<file path="config.mk">
export PLATFORM = sky130hd
export DESIGN_NAME = ai_i2s_tdm_clkgen_flat
export DESIGN_NICKNAME = d
export VERILOG_FILES = /design/src/rtl/ai_i2s_pkg.sv /design/src/rtl/ai_i2s_tdm_clkgen_if.sv /design/src/rtl/ai_i2s_sck_div.sv /design/src/rtl/ai_i2s_tdm_clkgen.sv /design/src/flat_wrapper.sv
export SDC_FILE = /design/constraint.sdc
export NUM_CORES = 1
export LEC_CHECK = 0
export CAP_MARGIN = 20
export CELL_PAD_IN_SITES_DETAIL_PLACEMENT = 1
export CELL_PAD_IN_SITES_GLOBAL_PLACEMENT = 2
export CORE_ASPECT_RATIO = 1.1
export CORE_UTILIZATION = 35
export CTS_CLUSTER_SIZE = 10
export DETAILED_ROUTE_END_ITERATION = 10
export PLACE_DENSITY = 0.85
export SYNTH_ARGS = -nofsm -noshare
export SYNTH_HDL_FRONTEND = slang
export SYNTH_HIERARCHICAL = 1
export SYNTH_SLANG_ARGS = --single-unit
</file>
<file path="constraint.sdc">
create_clock -name clk -period 3.9 [get_ports clk]
set_clock_uncertainty 0.1 [all_clocks]
set_input_delay 0.585 -clock clk [delete_from_list [all_inputs] [get_ports clk]]
set_output_delay 0.585 -clock clk [all_outputs]
set_load 0.02 [all_outputs]
</file>
<file path="src/rtl/ai_i2s_pkg.sv">
// ai_i2s_pkg: shared mode/state enums, default sizes and the word-select rule for the I2S/LJ/TDM clock generator.
package ai_i2s_pkg;
  typedef enum logic [1:0] {MODE_I2S, MODE_LJ, MODE_TDM, MODE_RSVD} mode_e;
  typedef enum logic {ST_IDLE, ST_RUN} state_e;
  localparam int DEF_RATIO_WIDTH = 8;
  localparam int DEF_SLOT_W = 6;
  localparam int DEF_MAX_CH = 8;
  // I2S leads the slot boundary by one bit, so the last bit of a slot already shows the next slot's level.
  function automatic logic ws_level(mode_e m, logic slot0, logic slot1, logic bit0, logic msb);
    return m == MODE_I2S ? slot1 ^ bit0 : m == MODE_LJ ? slot0 : m == MODE_TDM && slot0 && msb;
  endfunction
endpackage

</file>
<file path="src/rtl/ai_i2s_tdm_clkgen_if.sv">
// ai_i2s_tdm_clkgen_if: configuration inputs and serial-clock/frame outputs of the clock generator.
interface ai_i2s_tdm_clkgen_if
  import ai_i2s_pkg::*;
#(
  parameter int RATIO_WIDTH = DEF_RATIO_WIDTH,
  parameter int SLOT_W = DEF_SLOT_W,
  parameter int MAX_CH = DEF_MAX_CH
);
  localparam int CH_W = $clog2(MAX_CH);
  logic enable;
  logic master_mode;
  logic [1:0] mode;
  logic [RATIO_WIDTH-1:0] ratio;
  logic [SLOT_W-1:0] slot_bits;
  logic [CH_W:0] num_ch;
  logic i2s_sck;
  logic i2s_ws;
  logic sck_oe;
  logic ws_oe;
  logic bit_strobe;
  logic sample_strobe;
  logic frame_start;
  logic [CH_W-1:0] slot_idx;
  logic [SLOT_W-1:0] bit_idx;
  logic cfg_err;
  modport master (
    output enable, master_mode, mode, ratio, slot_bits, num_ch,
    input i2s_sck, i2s_ws, sck_oe, ws_oe, bit_strobe, sample_strobe, frame_start, slot_idx, bit_idx, cfg_err
  );
  modport slave (
    input enable, master_mode, mode, ratio, slot_bits, num_ch,
    output i2s_sck, i2s_ws, sck_oe, ws_oe, bit_strobe, sample_strobe, frame_start, slot_idx, bit_idx, cfg_err
  );
endinterface

</file>
<file path="src/rtl/ai_i2s_sck_div.sv">
// ai_i2s_sck_div: SCK divider; edge pulses are issued the cycle before sck changes so callers can register them alongside it.
module ai_i2s_sck_div #(
  parameter int RATIO_WIDTH = 8
) (
  input  logic                   clk,
  input  logic                   rst,
  input  logic                   en,
  input  logic [RATIO_WIDTH-1:0] ratio,
  output logic                   sck,
  output logic                   rise_pulse,
  output logic                   fall_pulse
);
  logic [RATIO_WIDTH:0] r_cnt;
  logic [RATIO_WIDTH:0] w_cnt_inc;
  logic                 r_sck;
  logic                 w_tick;
  assign w_cnt_inc = r_cnt + 1'b1;
  assign w_tick = en && w_cnt_inc == {1'b0, ratio} + 1'b1;
  always_ff @(posedge clk or posedge rst) begin
    if (rst) begin
      r_cnt <= '0;
      r_sck <= 1'b0;
    end else if (!en) begin
      r_cnt <= '0;
      r_sck <= 1'b0;
    end else begin
      r_cnt <= w_tick ? '0 : w_cnt_inc;
      r_sck <= r_sck ^ w_tick;
    end
  end
  assign sck = r_sck;
  assign rise_pulse = w_tick & ~r_sck;
  assign fall_pulse = w_tick & r_sck;
endmodule

</file>
<file path="src/rtl/ai_i2s_tdm_clkgen.sv">
// ai_i2s_tdm_clkgen: I2S/LJ/TDM master SCK/WS generator with slot/bit tracking and frame-boundary config shadowing.
module ai_i2s_tdm_clkgen
  import ai_i2s_pkg::*;
#(
  parameter int RATIO_WIDTH = DEF_RATIO_WIDTH,
  parameter int SLOT_W = DEF_SLOT_W,
  parameter int MAX_CH = DEF_MAX_CH
) (
  input logic clk,
  input logic rst,
  ai_i2s_tdm_clkgen_if.slave bus
);
  localparam int CH_W = $clog2(MAX_CH);
  localparam logic [CH_W:0] MAX_NCH = (CH_W+1)'(MAX_CH);
  state_e r_state, w_state_nxt;
  mode_e r_mode, w_mode_in;
  logic [RATIO_WIDTH-1:0] r_ratio;
  logic [SLOT_W-1:0] r_sbits, r_bit;
  logic [CH_W:0] r_nch, w_nch;
  logic [CH_W-1:0] r_slot;
  logic r_cfg_err, r_fs, r_bs, r_ss;
  logic w_run, w_on, w_start, w_load, w_bad, w_wrap;
  logic w_sck, w_rise, w_fall, w_last_bit, w_last_slot, w_ws;
  assign w_mode_in = mode_e'(bus.mode);
  assign w_run = bus.enable & bus.master_mode & ~r_cfg_err;
  assign w_on = w_run & (r_state == ST_RUN);
  assign w_start = w_run & (r_state == ST_IDLE);
  assign w_bad = w_mode_in == MODE_RSVD || bus.slot_bits < SLOT_W'(2) ||
                 (w_mode_in == MODE_TDM && (bus.num_ch < (CH_W+1)'(2) || bus.num_ch > MAX_NCH));
  assign w_nch = r_mode == MODE_TDM ? r_nch : (CH_W+1)'(2);
  assign w_last_bit = r_bit == '0;
  assign w_last_slot = {1'b0, r_slot} == w_nch - 1'b1;
  assign w_wrap = w_fall & w_last_bit & w_last_slot;
  // Config is only sampled at run start and at the frame wrap, so mid-frame edits wait for the next frame.
  assign w_load = w_start | w_wrap;
  ai_i2s_sck_div #(.RATIO_WIDTH(RATIO_WIDTH)) u_div (
    .clk       (clk),
    .rst       (rst),
    .en        (w_on),
    .ratio     (r_ratio),
    .sck       (w_sck),
    .rise_pulse(w_rise),
    .fall_pulse(w_fall)
  );
  always_ff @(posedge clk or posedge rst) begin
    if (rst) r_state <= ST_IDLE;
    else r_state <= w_state_nxt;
  end
  always_comb begin
    w_state_nxt = ST_IDLE;
    if (w_run) w_state_nxt = (r_state == ST_RUN || !w_bad) ? ST_RUN : ST_IDLE;
  end
  always_ff @(posedge clk or posedge rst) begin
    if (rst) begin
      r_cfg_err <= 1'b0;
      r_mode <= MODE_I2S;
      r_ratio <= '0;
      r_sbits <= '0;
      r_nch <= '0;
      r_slot <= '0;
      r_bit <= '0;
      r_fs <= 1'b0;
      r_bs <= 1'b0;
      r_ss <= 1'b0;
    end else begin
      r_cfg_err <= bus.enable & (r_cfg_err | (w_load & w_bad));
      r_fs <= w_load;
      r_bs <= w_fall;
      r_ss <= w_rise;
      if (w_load) begin
        r_mode <= w_mode_in;
        r_ratio <= bus.ratio;
        r_sbits <= bus.slot_bits;
        r_nch <= bus.num_ch;
        r_slot <= '0;
        r_bit <= bus.slot_bits - 1'b1;
      end else if (!w_on) begin
        r_slot <= '0;
        r_bit <= '0;
      end else if (w_fall) begin
        r_slot <= w_last_bit ? r_slot + 1'b1 : r_slot;
        r_bit <= w_last_bit ? r_sbits - 1'b1 : r_bit - 1'b1;
      end
    end
  end
  assign w_ws = ws_level(r_mode, r_slot == '0, r_slot == CH_W'(1), w_last_bit, r_bit == r_sbits - 1'b1);
  assign bus.sck_oe = w_run & ~rst;
  assign bus.ws_oe = w_run & ~rst;
  assign bus.i2s_sck = w_on & w_sck;
  assign bus.i2s_ws = w_on & w_ws;
  assign bus.bit_strobe = w_on & r_bs;
  assign bus.sample_strobe = w_on & r_ss;
  assign bus.frame_start = w_on & r_fs;
  assign bus.slot_idx = w_on ? r_slot : '0;
  assign bus.bit_idx = w_on ? r_bit : '0;
  assign bus.cfg_err = r_cfg_err;
endmodule

</file>
<file path="src/flat_wrapper.sv">
// flat-port wrapper written by rule: the top's interface ports become plain ports
module ai_i2s_tdm_clkgen_flat import ai_i2s_pkg::*;
#(
  parameter int RATIO_WIDTH = DEF_RATIO_WIDTH,
  parameter int SLOT_W = DEF_SLOT_W,
  parameter int MAX_CH = DEF_MAX_CH
)
  (clk, rst, bus_enable, bus_master_mode, bus_mode, bus_ratio, bus_slot_bits, bus_num_ch, bus_i2s_sck, bus_i2s_ws, bus_sck_oe, bus_ws_oe, bus_bit_strobe, bus_sample_strobe, bus_frame_start, bus_slot_idx, bus_bit_idx, bus_cfg_err);
  ai_i2s_tdm_clkgen_if #(.RATIO_WIDTH(RATIO_WIDTH), .SLOT_W(SLOT_W), .MAX_CH(MAX_CH)) bus_i ();
  input logic clk;
  input logic rst;
  input wire logic [$bits(bus_i.enable)-1:0] bus_enable;
  input wire logic [$bits(bus_i.master_mode)-1:0] bus_master_mode;
  input wire logic [$bits(bus_i.mode)-1:0] bus_mode;
  input wire logic [$bits(bus_i.ratio)-1:0] bus_ratio;
  input wire logic [$bits(bus_i.slot_bits)-1:0] bus_slot_bits;
  input wire logic [$bits(bus_i.num_ch)-1:0] bus_num_ch;
  output wire logic [$bits(bus_i.i2s_sck)-1:0] bus_i2s_sck;
  output wire logic [$bits(bus_i.i2s_ws)-1:0] bus_i2s_ws;
  output wire logic [$bits(bus_i.sck_oe)-1:0] bus_sck_oe;
  output wire logic [$bits(bus_i.ws_oe)-1:0] bus_ws_oe;
  output wire logic [$bits(bus_i.bit_strobe)-1:0] bus_bit_strobe;
  output wire logic [$bits(bus_i.sample_strobe)-1:0] bus_sample_strobe;
  output wire logic [$bits(bus_i.frame_start)-1:0] bus_frame_start;
  output wire logic [$bits(bus_i.slot_idx)-1:0] bus_slot_idx;
  output wire logic [$bits(bus_i.bit_idx)-1:0] bus_bit_idx;
  output wire logic [$bits(bus_i.cfg_err)-1:0] bus_cfg_err;
  assign bus_i.enable = bus_enable;
  assign bus_i.master_mode = bus_master_mode;
  assign bus_i.mode = bus_mode;
  assign bus_i.ratio = bus_ratio;
  assign bus_i.slot_bits = bus_slot_bits;
  assign bus_i.num_ch = bus_num_ch;
  assign bus_i2s_sck = bus_i.i2s_sck;
  assign bus_i2s_ws = bus_i.i2s_ws;
  assign bus_sck_oe = bus_i.sck_oe;
  assign bus_ws_oe = bus_i.ws_oe;
  assign bus_bit_strobe = bus_i.bit_strobe;
  assign bus_sample_strobe = bus_i.sample_strobe;
  assign bus_frame_start = bus_i.frame_start;
  assign bus_slot_idx = bus_i.slot_idx;
  assign bus_bit_idx = bus_i.bit_idx;
  assign bus_cfg_err = bus_i.cfg_err;
  ai_i2s_tdm_clkgen #(.RATIO_WIDTH(RATIO_WIDTH), .SLOT_W(SLOT_W), .MAX_CH(MAX_CH)) u_core (.clk(clk), .rst(rst), .bus(bus_i));
endmodule
</file>
Word level (Yosys, flattened, before mapping)
Cells that the tools add are included.
Widths: inputs -> output; s select.
{"block": "word_totals", "register_bits": 44, "inputBits": 24, "n_memories": 0, "mem_bits_rw": 0, "latch_bits": 0, "romBits": 0, "wordCells": 88}
{"block": "classes", "n_div": 0, "n_lt_le_gt_ge": 3, "n_reduce_logical": 13, "multipliers": 0, "n_mux": 18, "eq_ne": 10, "n_bitwise": 24, "n_shift": 0, "n_addsub": 7}
{"cell": "$mux 6", "n": 5}
{"cell": "$mux 9", "n": 2}
{"cell": "$sub 6x1->6 const B", "n": 3}
{"cell": "$and 1x1->1", "n": 16}
{"cell": "$mux 3", "n": 5}
{"cell": "$add 8x1->9 const B", "n": 1}
{"cell": "$add 9x1->9 const B", "n": 1}
{"cell": "$eq 9x9->1", "n": 1}
{"cell": "$eq 2x2->1 const B", "n": 3}
{"cell": "$eq 6x6->1", "n": 1}
{"cell": "$logic_not 6->1", "n": 1}
{"cell": "$lt 6x2->1 const B", "n": 1}
{"cell": "$ne 3x1->1 const B", "n": 2}
{"cell": "$mux 1", "n": 5}
{"cell": "$eq 3x4->1", "n": 1}
{"cell": "$gt 4x4->1 const B", "n": 1}
{"cell": "$logic_and 1x1->1", "n": 4}
{"cell": "$logic_or 1x1->1", "n": 4}
{"cell": "$lt 4x2->1 const B", "n": 1}
{"cell": "$mux 4", "n": 1}
{"cell": "$not 1->1", "n": 4}
{"cell": "$sub 4x1->4 const B", "n": 1}
{"cell": "$add 3x1->3 const B", "n": 1}
{"cell": "$eq 3x1->1 const B", "n": 1}
{"cell": "other kinds (7)", "n": 9}

Logic depth before layout (Yosys ltp)
{"block": "logic_depth", "ltp_word": 11, "ltp_mapped": 13, "ltp_nobuf": 11}

Cells and area by module
The synthesis kept the hierarchy.
{"mod": "ai_i2s_tdm_clkgen", "instances": 1, "cells_per_inst": 211, "area_per_inst_um2": 2139.6}
{"mod": "ai_i2s_sck_div", "instances": 1, "cells_per_inst": 94, "area_per_inst_um2": 860.8}

Worst setup path after synthesis
No wires, ideal clock.
{"block": "synth_timing", "path_type": "register to register", "startpoint": "reg u_core.u_div.r_cnt[0]", "endpoint": "reg u_core.r_mode[0]", "path_slack_ps": 379, "stages_incl_launch_ff": 13, "t_arrival_ps": 3296, "synth_period_minus_slack_ps": 3521, "n_path_buf": 2, "required_time_ps": 3675, "cell_sequence": "dfrtp_1 ha_1 nand2_2 or3_4 a22o_1 a211oi_4 and4b_1 ha_1 clkbuf_1 nand3_1 o22ai_4 buf_6 mux2_4"}
{"block": "synth_between", "elab_chain_len": 7}
{"item": "start, declared", "line_no": "ai_i2s_sck_div.sv:13", "rtl": "logic [RATIO_WIDTH:0] r_cnt;"}
{"item": "start signal, assigned", "line_no": "ai_i2s_sck_div.sv:27", "rtl": "r_cnt <= w_tick ? '0 : w_cnt_inc;"}
{"item": "$add 9x1->9", "line_no": "ai_i2s_sck_div.sv:17", "rtl": "assign w_cnt_inc = r_cnt + 1'b1;"}
{"item": "$eq 9x9->1", "line_no": "ai_i2s_sck_div.sv:18", "rtl": "assign w_tick = en && w_cnt_inc == {1'b0, ratio} + 1'b1;"}
{"item": "$logic_and 1x1->1", "line_no": "ai_i2s_sck_div.sv:18"}
{"item": "$and 1x1->1", "line_no": "ai_i2s_sck_div.sv:33", "rtl": "assign fall_pulse = w_tick & r_sck;"}
{"item": "named net u_core.w_fall", "line_no": "ai_i2s_tdm_clkgen.sv:23", "rtl": "logic w_sck, w_rise, w_fall, w_last_bit, w_last_slot, w_ws;"}
{"item": "$and 1x1->1 (2 in series)", "line_no": "ai_i2s_tdm_clkgen.sv:33", "rtl": "assign w_wrap = w_fall & w_last_bit & w_last_slot;"}
{"item": "$or 1x1->1", "line_no": "ai_i2s_tdm_clkgen.sv:35", "rtl": "assign w_load = w_start | w_wrap;"}
{"item": "end signal, assigned", "line_no": "ai_i2s_tdm_clkgen.sv:71", "rtl": "r_mode <= w_mode_in;"}
{"item": "end, declared", "line_no": "ai_i2s_tdm_clkgen.sv:16", "rtl": "mode_e r_mode, w_mode_in;"}
The timed path passes the listed nets, and every way through them passes these cells.
A chain may end at the register's enable or synchronous reset.

Worst setup path in the final report
{"block": "layout_timing", "startpoint": "reg u_core.r_sbits[0]", "endpoint": "out bus_i2s_ws"}
{"block": "layout_between", "elab_chain_len": 6}
{"item": "start, declared", "line_no": "ai_i2s_tdm_clkgen.sv:18", "rtl": "logic [SLOT_W-1:0] r_sbits, r_bit;"}
{"item": "start signal, assigned", "line_no": "ai_i2s_tdm_clkgen.sv:73", "rtl": "r_sbits <= bus.slot_bits;"}
{"item": "$sub 6x1->6", "line_no": "ai_i2s_tdm_clkgen.sv:86", "rtl": "assign w_ws = ws_level(r_mode, r_slot == '0, r_slot == CH_W'(1), w_last_bit, r_bit == r_sbits - 1'b1);"}
{"item": "$eq 6x6->1", "line_no": "ai_i2s_tdm_clkgen.sv:86"}
{"item": "$logic_and 1x1->1", "line_no": "ai_i2s_pkg.sv:10", "rtl": "return m == MODE_I2S ? slot1 ^ bit0 : m == MODE_LJ ? slot0 : m == MODE_TDM && slot0 && msb;"}
{"item": "$mux 1 (2 in series)", "line_no": "ai_i2s_pkg.sv:10"}
{"item": "$and 1x1->1", "line_no": "ai_i2s_tdm_clkgen.sv:90", "rtl": "assign bus.i2s_ws = w_on & w_ws;"}
{"item": "end, declared", "line_no": "flat_wrapper.sv:19", "rtl": "output wire logic [$bits(bus_i.i2s_ws)-1:0] bus_i2s_ws;"}
No other way between the ends.

==> reports/results.tsv <==
metric	value	unit
cpMaxStageDelayCell	clkdlybuf4s50_1	
cts-root-buf	clkbuf_8	
tns	0	ns
floorplan.initialDensity	35.87	%
drtIter0Drc	76	
fmax	282.7	MHz
synth_edf_count	0	
cp_top_family	buffers and inverters	
clock_path_buffers	2	
drv_slew	0	
rsz0062_at_grt	no	
ys_warn_count	6	
fp.dieW	90.28	um
yosysSeqAreaShare	36.70	%
clk_latency	0.30	ns
grt-ovfl-total	0	
hold-path-cell-count	1	
synth_largest_area_cell	dfrtp_1	
synth_top_flop_cell	dfrtp_1	
syn_area	3000	um^2
status	finished clean	
vias_per_cell	5.284	
synth_cells	305	
cts-buffers-inserted	5	
worst_pin_slew	1.007	ns
chipHeight	99.11	um
p_leak	1.513	nW
grt_max_degree	35	
path_clk_slew	0.09	ns
gp_congestion	0.8307	
die-area	8947	um^2
fin_crit_sh	90.71	%
power.density	367.7	nW/um^2
ys_async_sr_fraction	100.0	%
crit_cells	9	
route.detailed.drc	0	
vias	2441	
core_area	8364	um^2
cp.arrival	2.85	ns
period_minus_slack	3.538	ns
critical_path_buf_inv_count	2	
syn_avg_cell_area	9.837	um^2
postCtsHoldBufs	0	
grt_usage	17.83	%
clock_sinks	44	
fill_cells	981	
setup_viol	0	
ys_ff_latch	44	
grt_pass1_vias	2562	
timing.final.hold_violations	0	
io_pins	41	
path_cells	inv_1, ha_1, nor3b_1, xor2_1, xor2_1, nor4_1, nand2_1, a21oi_1, clkdlybuf4s50_1	
synth_area_leaders	dfrtp_1, mux2_4, xor2_1, ha_1, xnor2_1	
ys_types	59	
std_cell_rows	35	
cp.required	3.21	ns
setup.worst_path.start_class	flop	
hold_class	flop to flop	
final_antenna_net_count	0	
cp_common_cell	xor2_1	
hpwl	5.735	mm
end_kind	output port	
dr.pass1.iters	4	
fin_hold_ws	0.4207	ns
cts_setup_buffers	0	
reg2reg_depth	11	
finalNetCount	386	
io_buffers	40	
cts_tree	yes	
drive_above_1_share	14.25	%
antenna_cells	0	
vdd_drop_max	202.8	uV
grt_pass1_wl	12.66	mm
drv_cap	0	
wl	7.558	mm
ctsResizeCount	0	
synth_nets	340	
cp_max_fo	3	
slew-limit-headroom	32.32	%
areaGrowthSynthToFinish	22.56	%
netlist.area_leader.share	36.70	%
h-tree-depth	2	
critPathKind	flop to output port	
critPathMaxStageDelay	0.62	ns
antenna_found_initial	0	
routedWlPerCell	16.36	um
## registers in the layout (all words and copies together) (netlist names), 2 cells and up
signal,cells
u_core/r_ratio,8
u_core/r_sbits,6
u_core/r_mode,2
u_core/r_nch,4
u_core/r_slot,3
u_core/r_bit,6
u_core/u_div/r_cnt,9
## Yosys cell counts, types with 2 or more instances
master	number
a211oi_1	2
a211oi_2	2
a21bo_2	2
a21o_1	2
a21oi_1	11
a22o_1	2
a31oi_1	10
and2_1	12
buf_6	4
clkbuf_1	4
dfrtp_1	44
ha_1	11
inv_1	14
mux2_1	5
mux2_2	4
mux2_4	10
nand2_1	22
nand2b_1	5
nand3_1	11
nand3b_1	2
nand4_1	4
nor2_1	18
nor2b_1	5
nor3_1	13
nor3b_1	2
nor4_1	2
nor4bb_1	2
o21a_1	2
o21ai_0	11
o22a_1	4
or3_1	5
or4b_2	2
xnor2_1	14
xor2_1	17
## cells by family (layout without fill, tap and decap cells)
family | Yosys count | in the layout | share of synthesized area (%)
compound gates | 60 | 60 | 15.01
buf+inv | 24 | 70 | 4.128
xor+xnor | 31 | 31 | 9.049
simple gates | 115 | 115 | 21.81
fa+ha+maj | 11 | 11 | 4.587
mux | 20 | 20 | 8.715
flops | 44 | 44 | 36.70
## where the power goes
group          switching [mW]  internal [mW]  leakage [nW]
Clock                   0.163          0.252        0.0642
Combinational           0.173          0.191         0.883
Sequential             0.0691          0.504         0.566
## layout by cell type, fill, tap and decap left out, types with 4 or more instances in the layout
master,count
a21oi_1,11
a31oi_1,10
and2_1,12
buf_4,8
clkbuf_8,5
clkdlybuf4s50_1,40
dfrtp_1,44
ha_1,11
inv_1,14
mux2_1,5
mux2_2,4
mux2_4,10
nand2_1,22
nand2b_1,5
nand3_1,11
nand4_1,4
nor2_1,18
nor2b_1,5
nor3_1,13
o21ai_0,11
o22a_1,4
or3_1,5
xnor2_1,14
xor2_1,17
## layout make-up
type	count	area (um^2)	share of cell area [%]
Clock buffer	5	68.82	1.871
Clock inverter	2	60.06	1.633
Inverter	14	52.55	1.429
Multi-Input combinational cell	237	1775	48.28
Sequential cell	44	1101	29.94
Tap cell	111	138.9	3.777
Timing Repair Buffer	49	480.5	13.07
## through the flow
stage	total power [mW]	worst slack, ns	area (um^2)	util, %	std cells
2_1_floorplan	0.8331	0.3792	3000	-	305
3_3_place_gp	0.9371	0.6193	3548	42.42	455
3_5_place_dp	0.9491	0.4301	3548	42.42	455
4_1_cts	1.372	0.3220	3677	43.96	462
5_1_grt	1.427	0.2069	3677	43.96	462
6_report	1.352	0.3622	3677	43.96	462
## per-layer routing
metal  track usage [%]  vias up  wire, um  part of all wire [%]
met5                 0        -         0                     0
met4             4.715        0       116                   1.5
met3             2.752       10       185                   2.4
met2             32.47       38      3965                    52
met1             21.97     1216      3291                    44
li1                  -     1177         -                     -
## path summary, 6_finish.rpt
path,endpoint,slack (ns),startpoint
max in group asynchronous,u_core/bus.cfg_err$_DFF_PP0_,2.74,rst
min reg2reg,u_core/r_sbits[5]$_DFFE_PP0N_,0.42,u_core/r_sbits[5]$_DFFE_PP0N_
max,bus_i2s_ws,0.36,u_core/r_sbits[0]$_DFFE_PP0N_
min,u_core/r_sbits[5]$_DFFE_PP0N_,0.42,u_core/r_sbits[5]$_DFFE_PP0N_
max reg2reg,u_core/r_ratio[3]$_DFFE_PP0N_,0.50,u_core/r_ratio[0]$_DFFE_PP0N_
min in group asynchronous,u_core/u_div/r_cnt[7]$_DFF_PP0_,0.52,rst
Note: power is estimated with default switching activity, not from simulation.
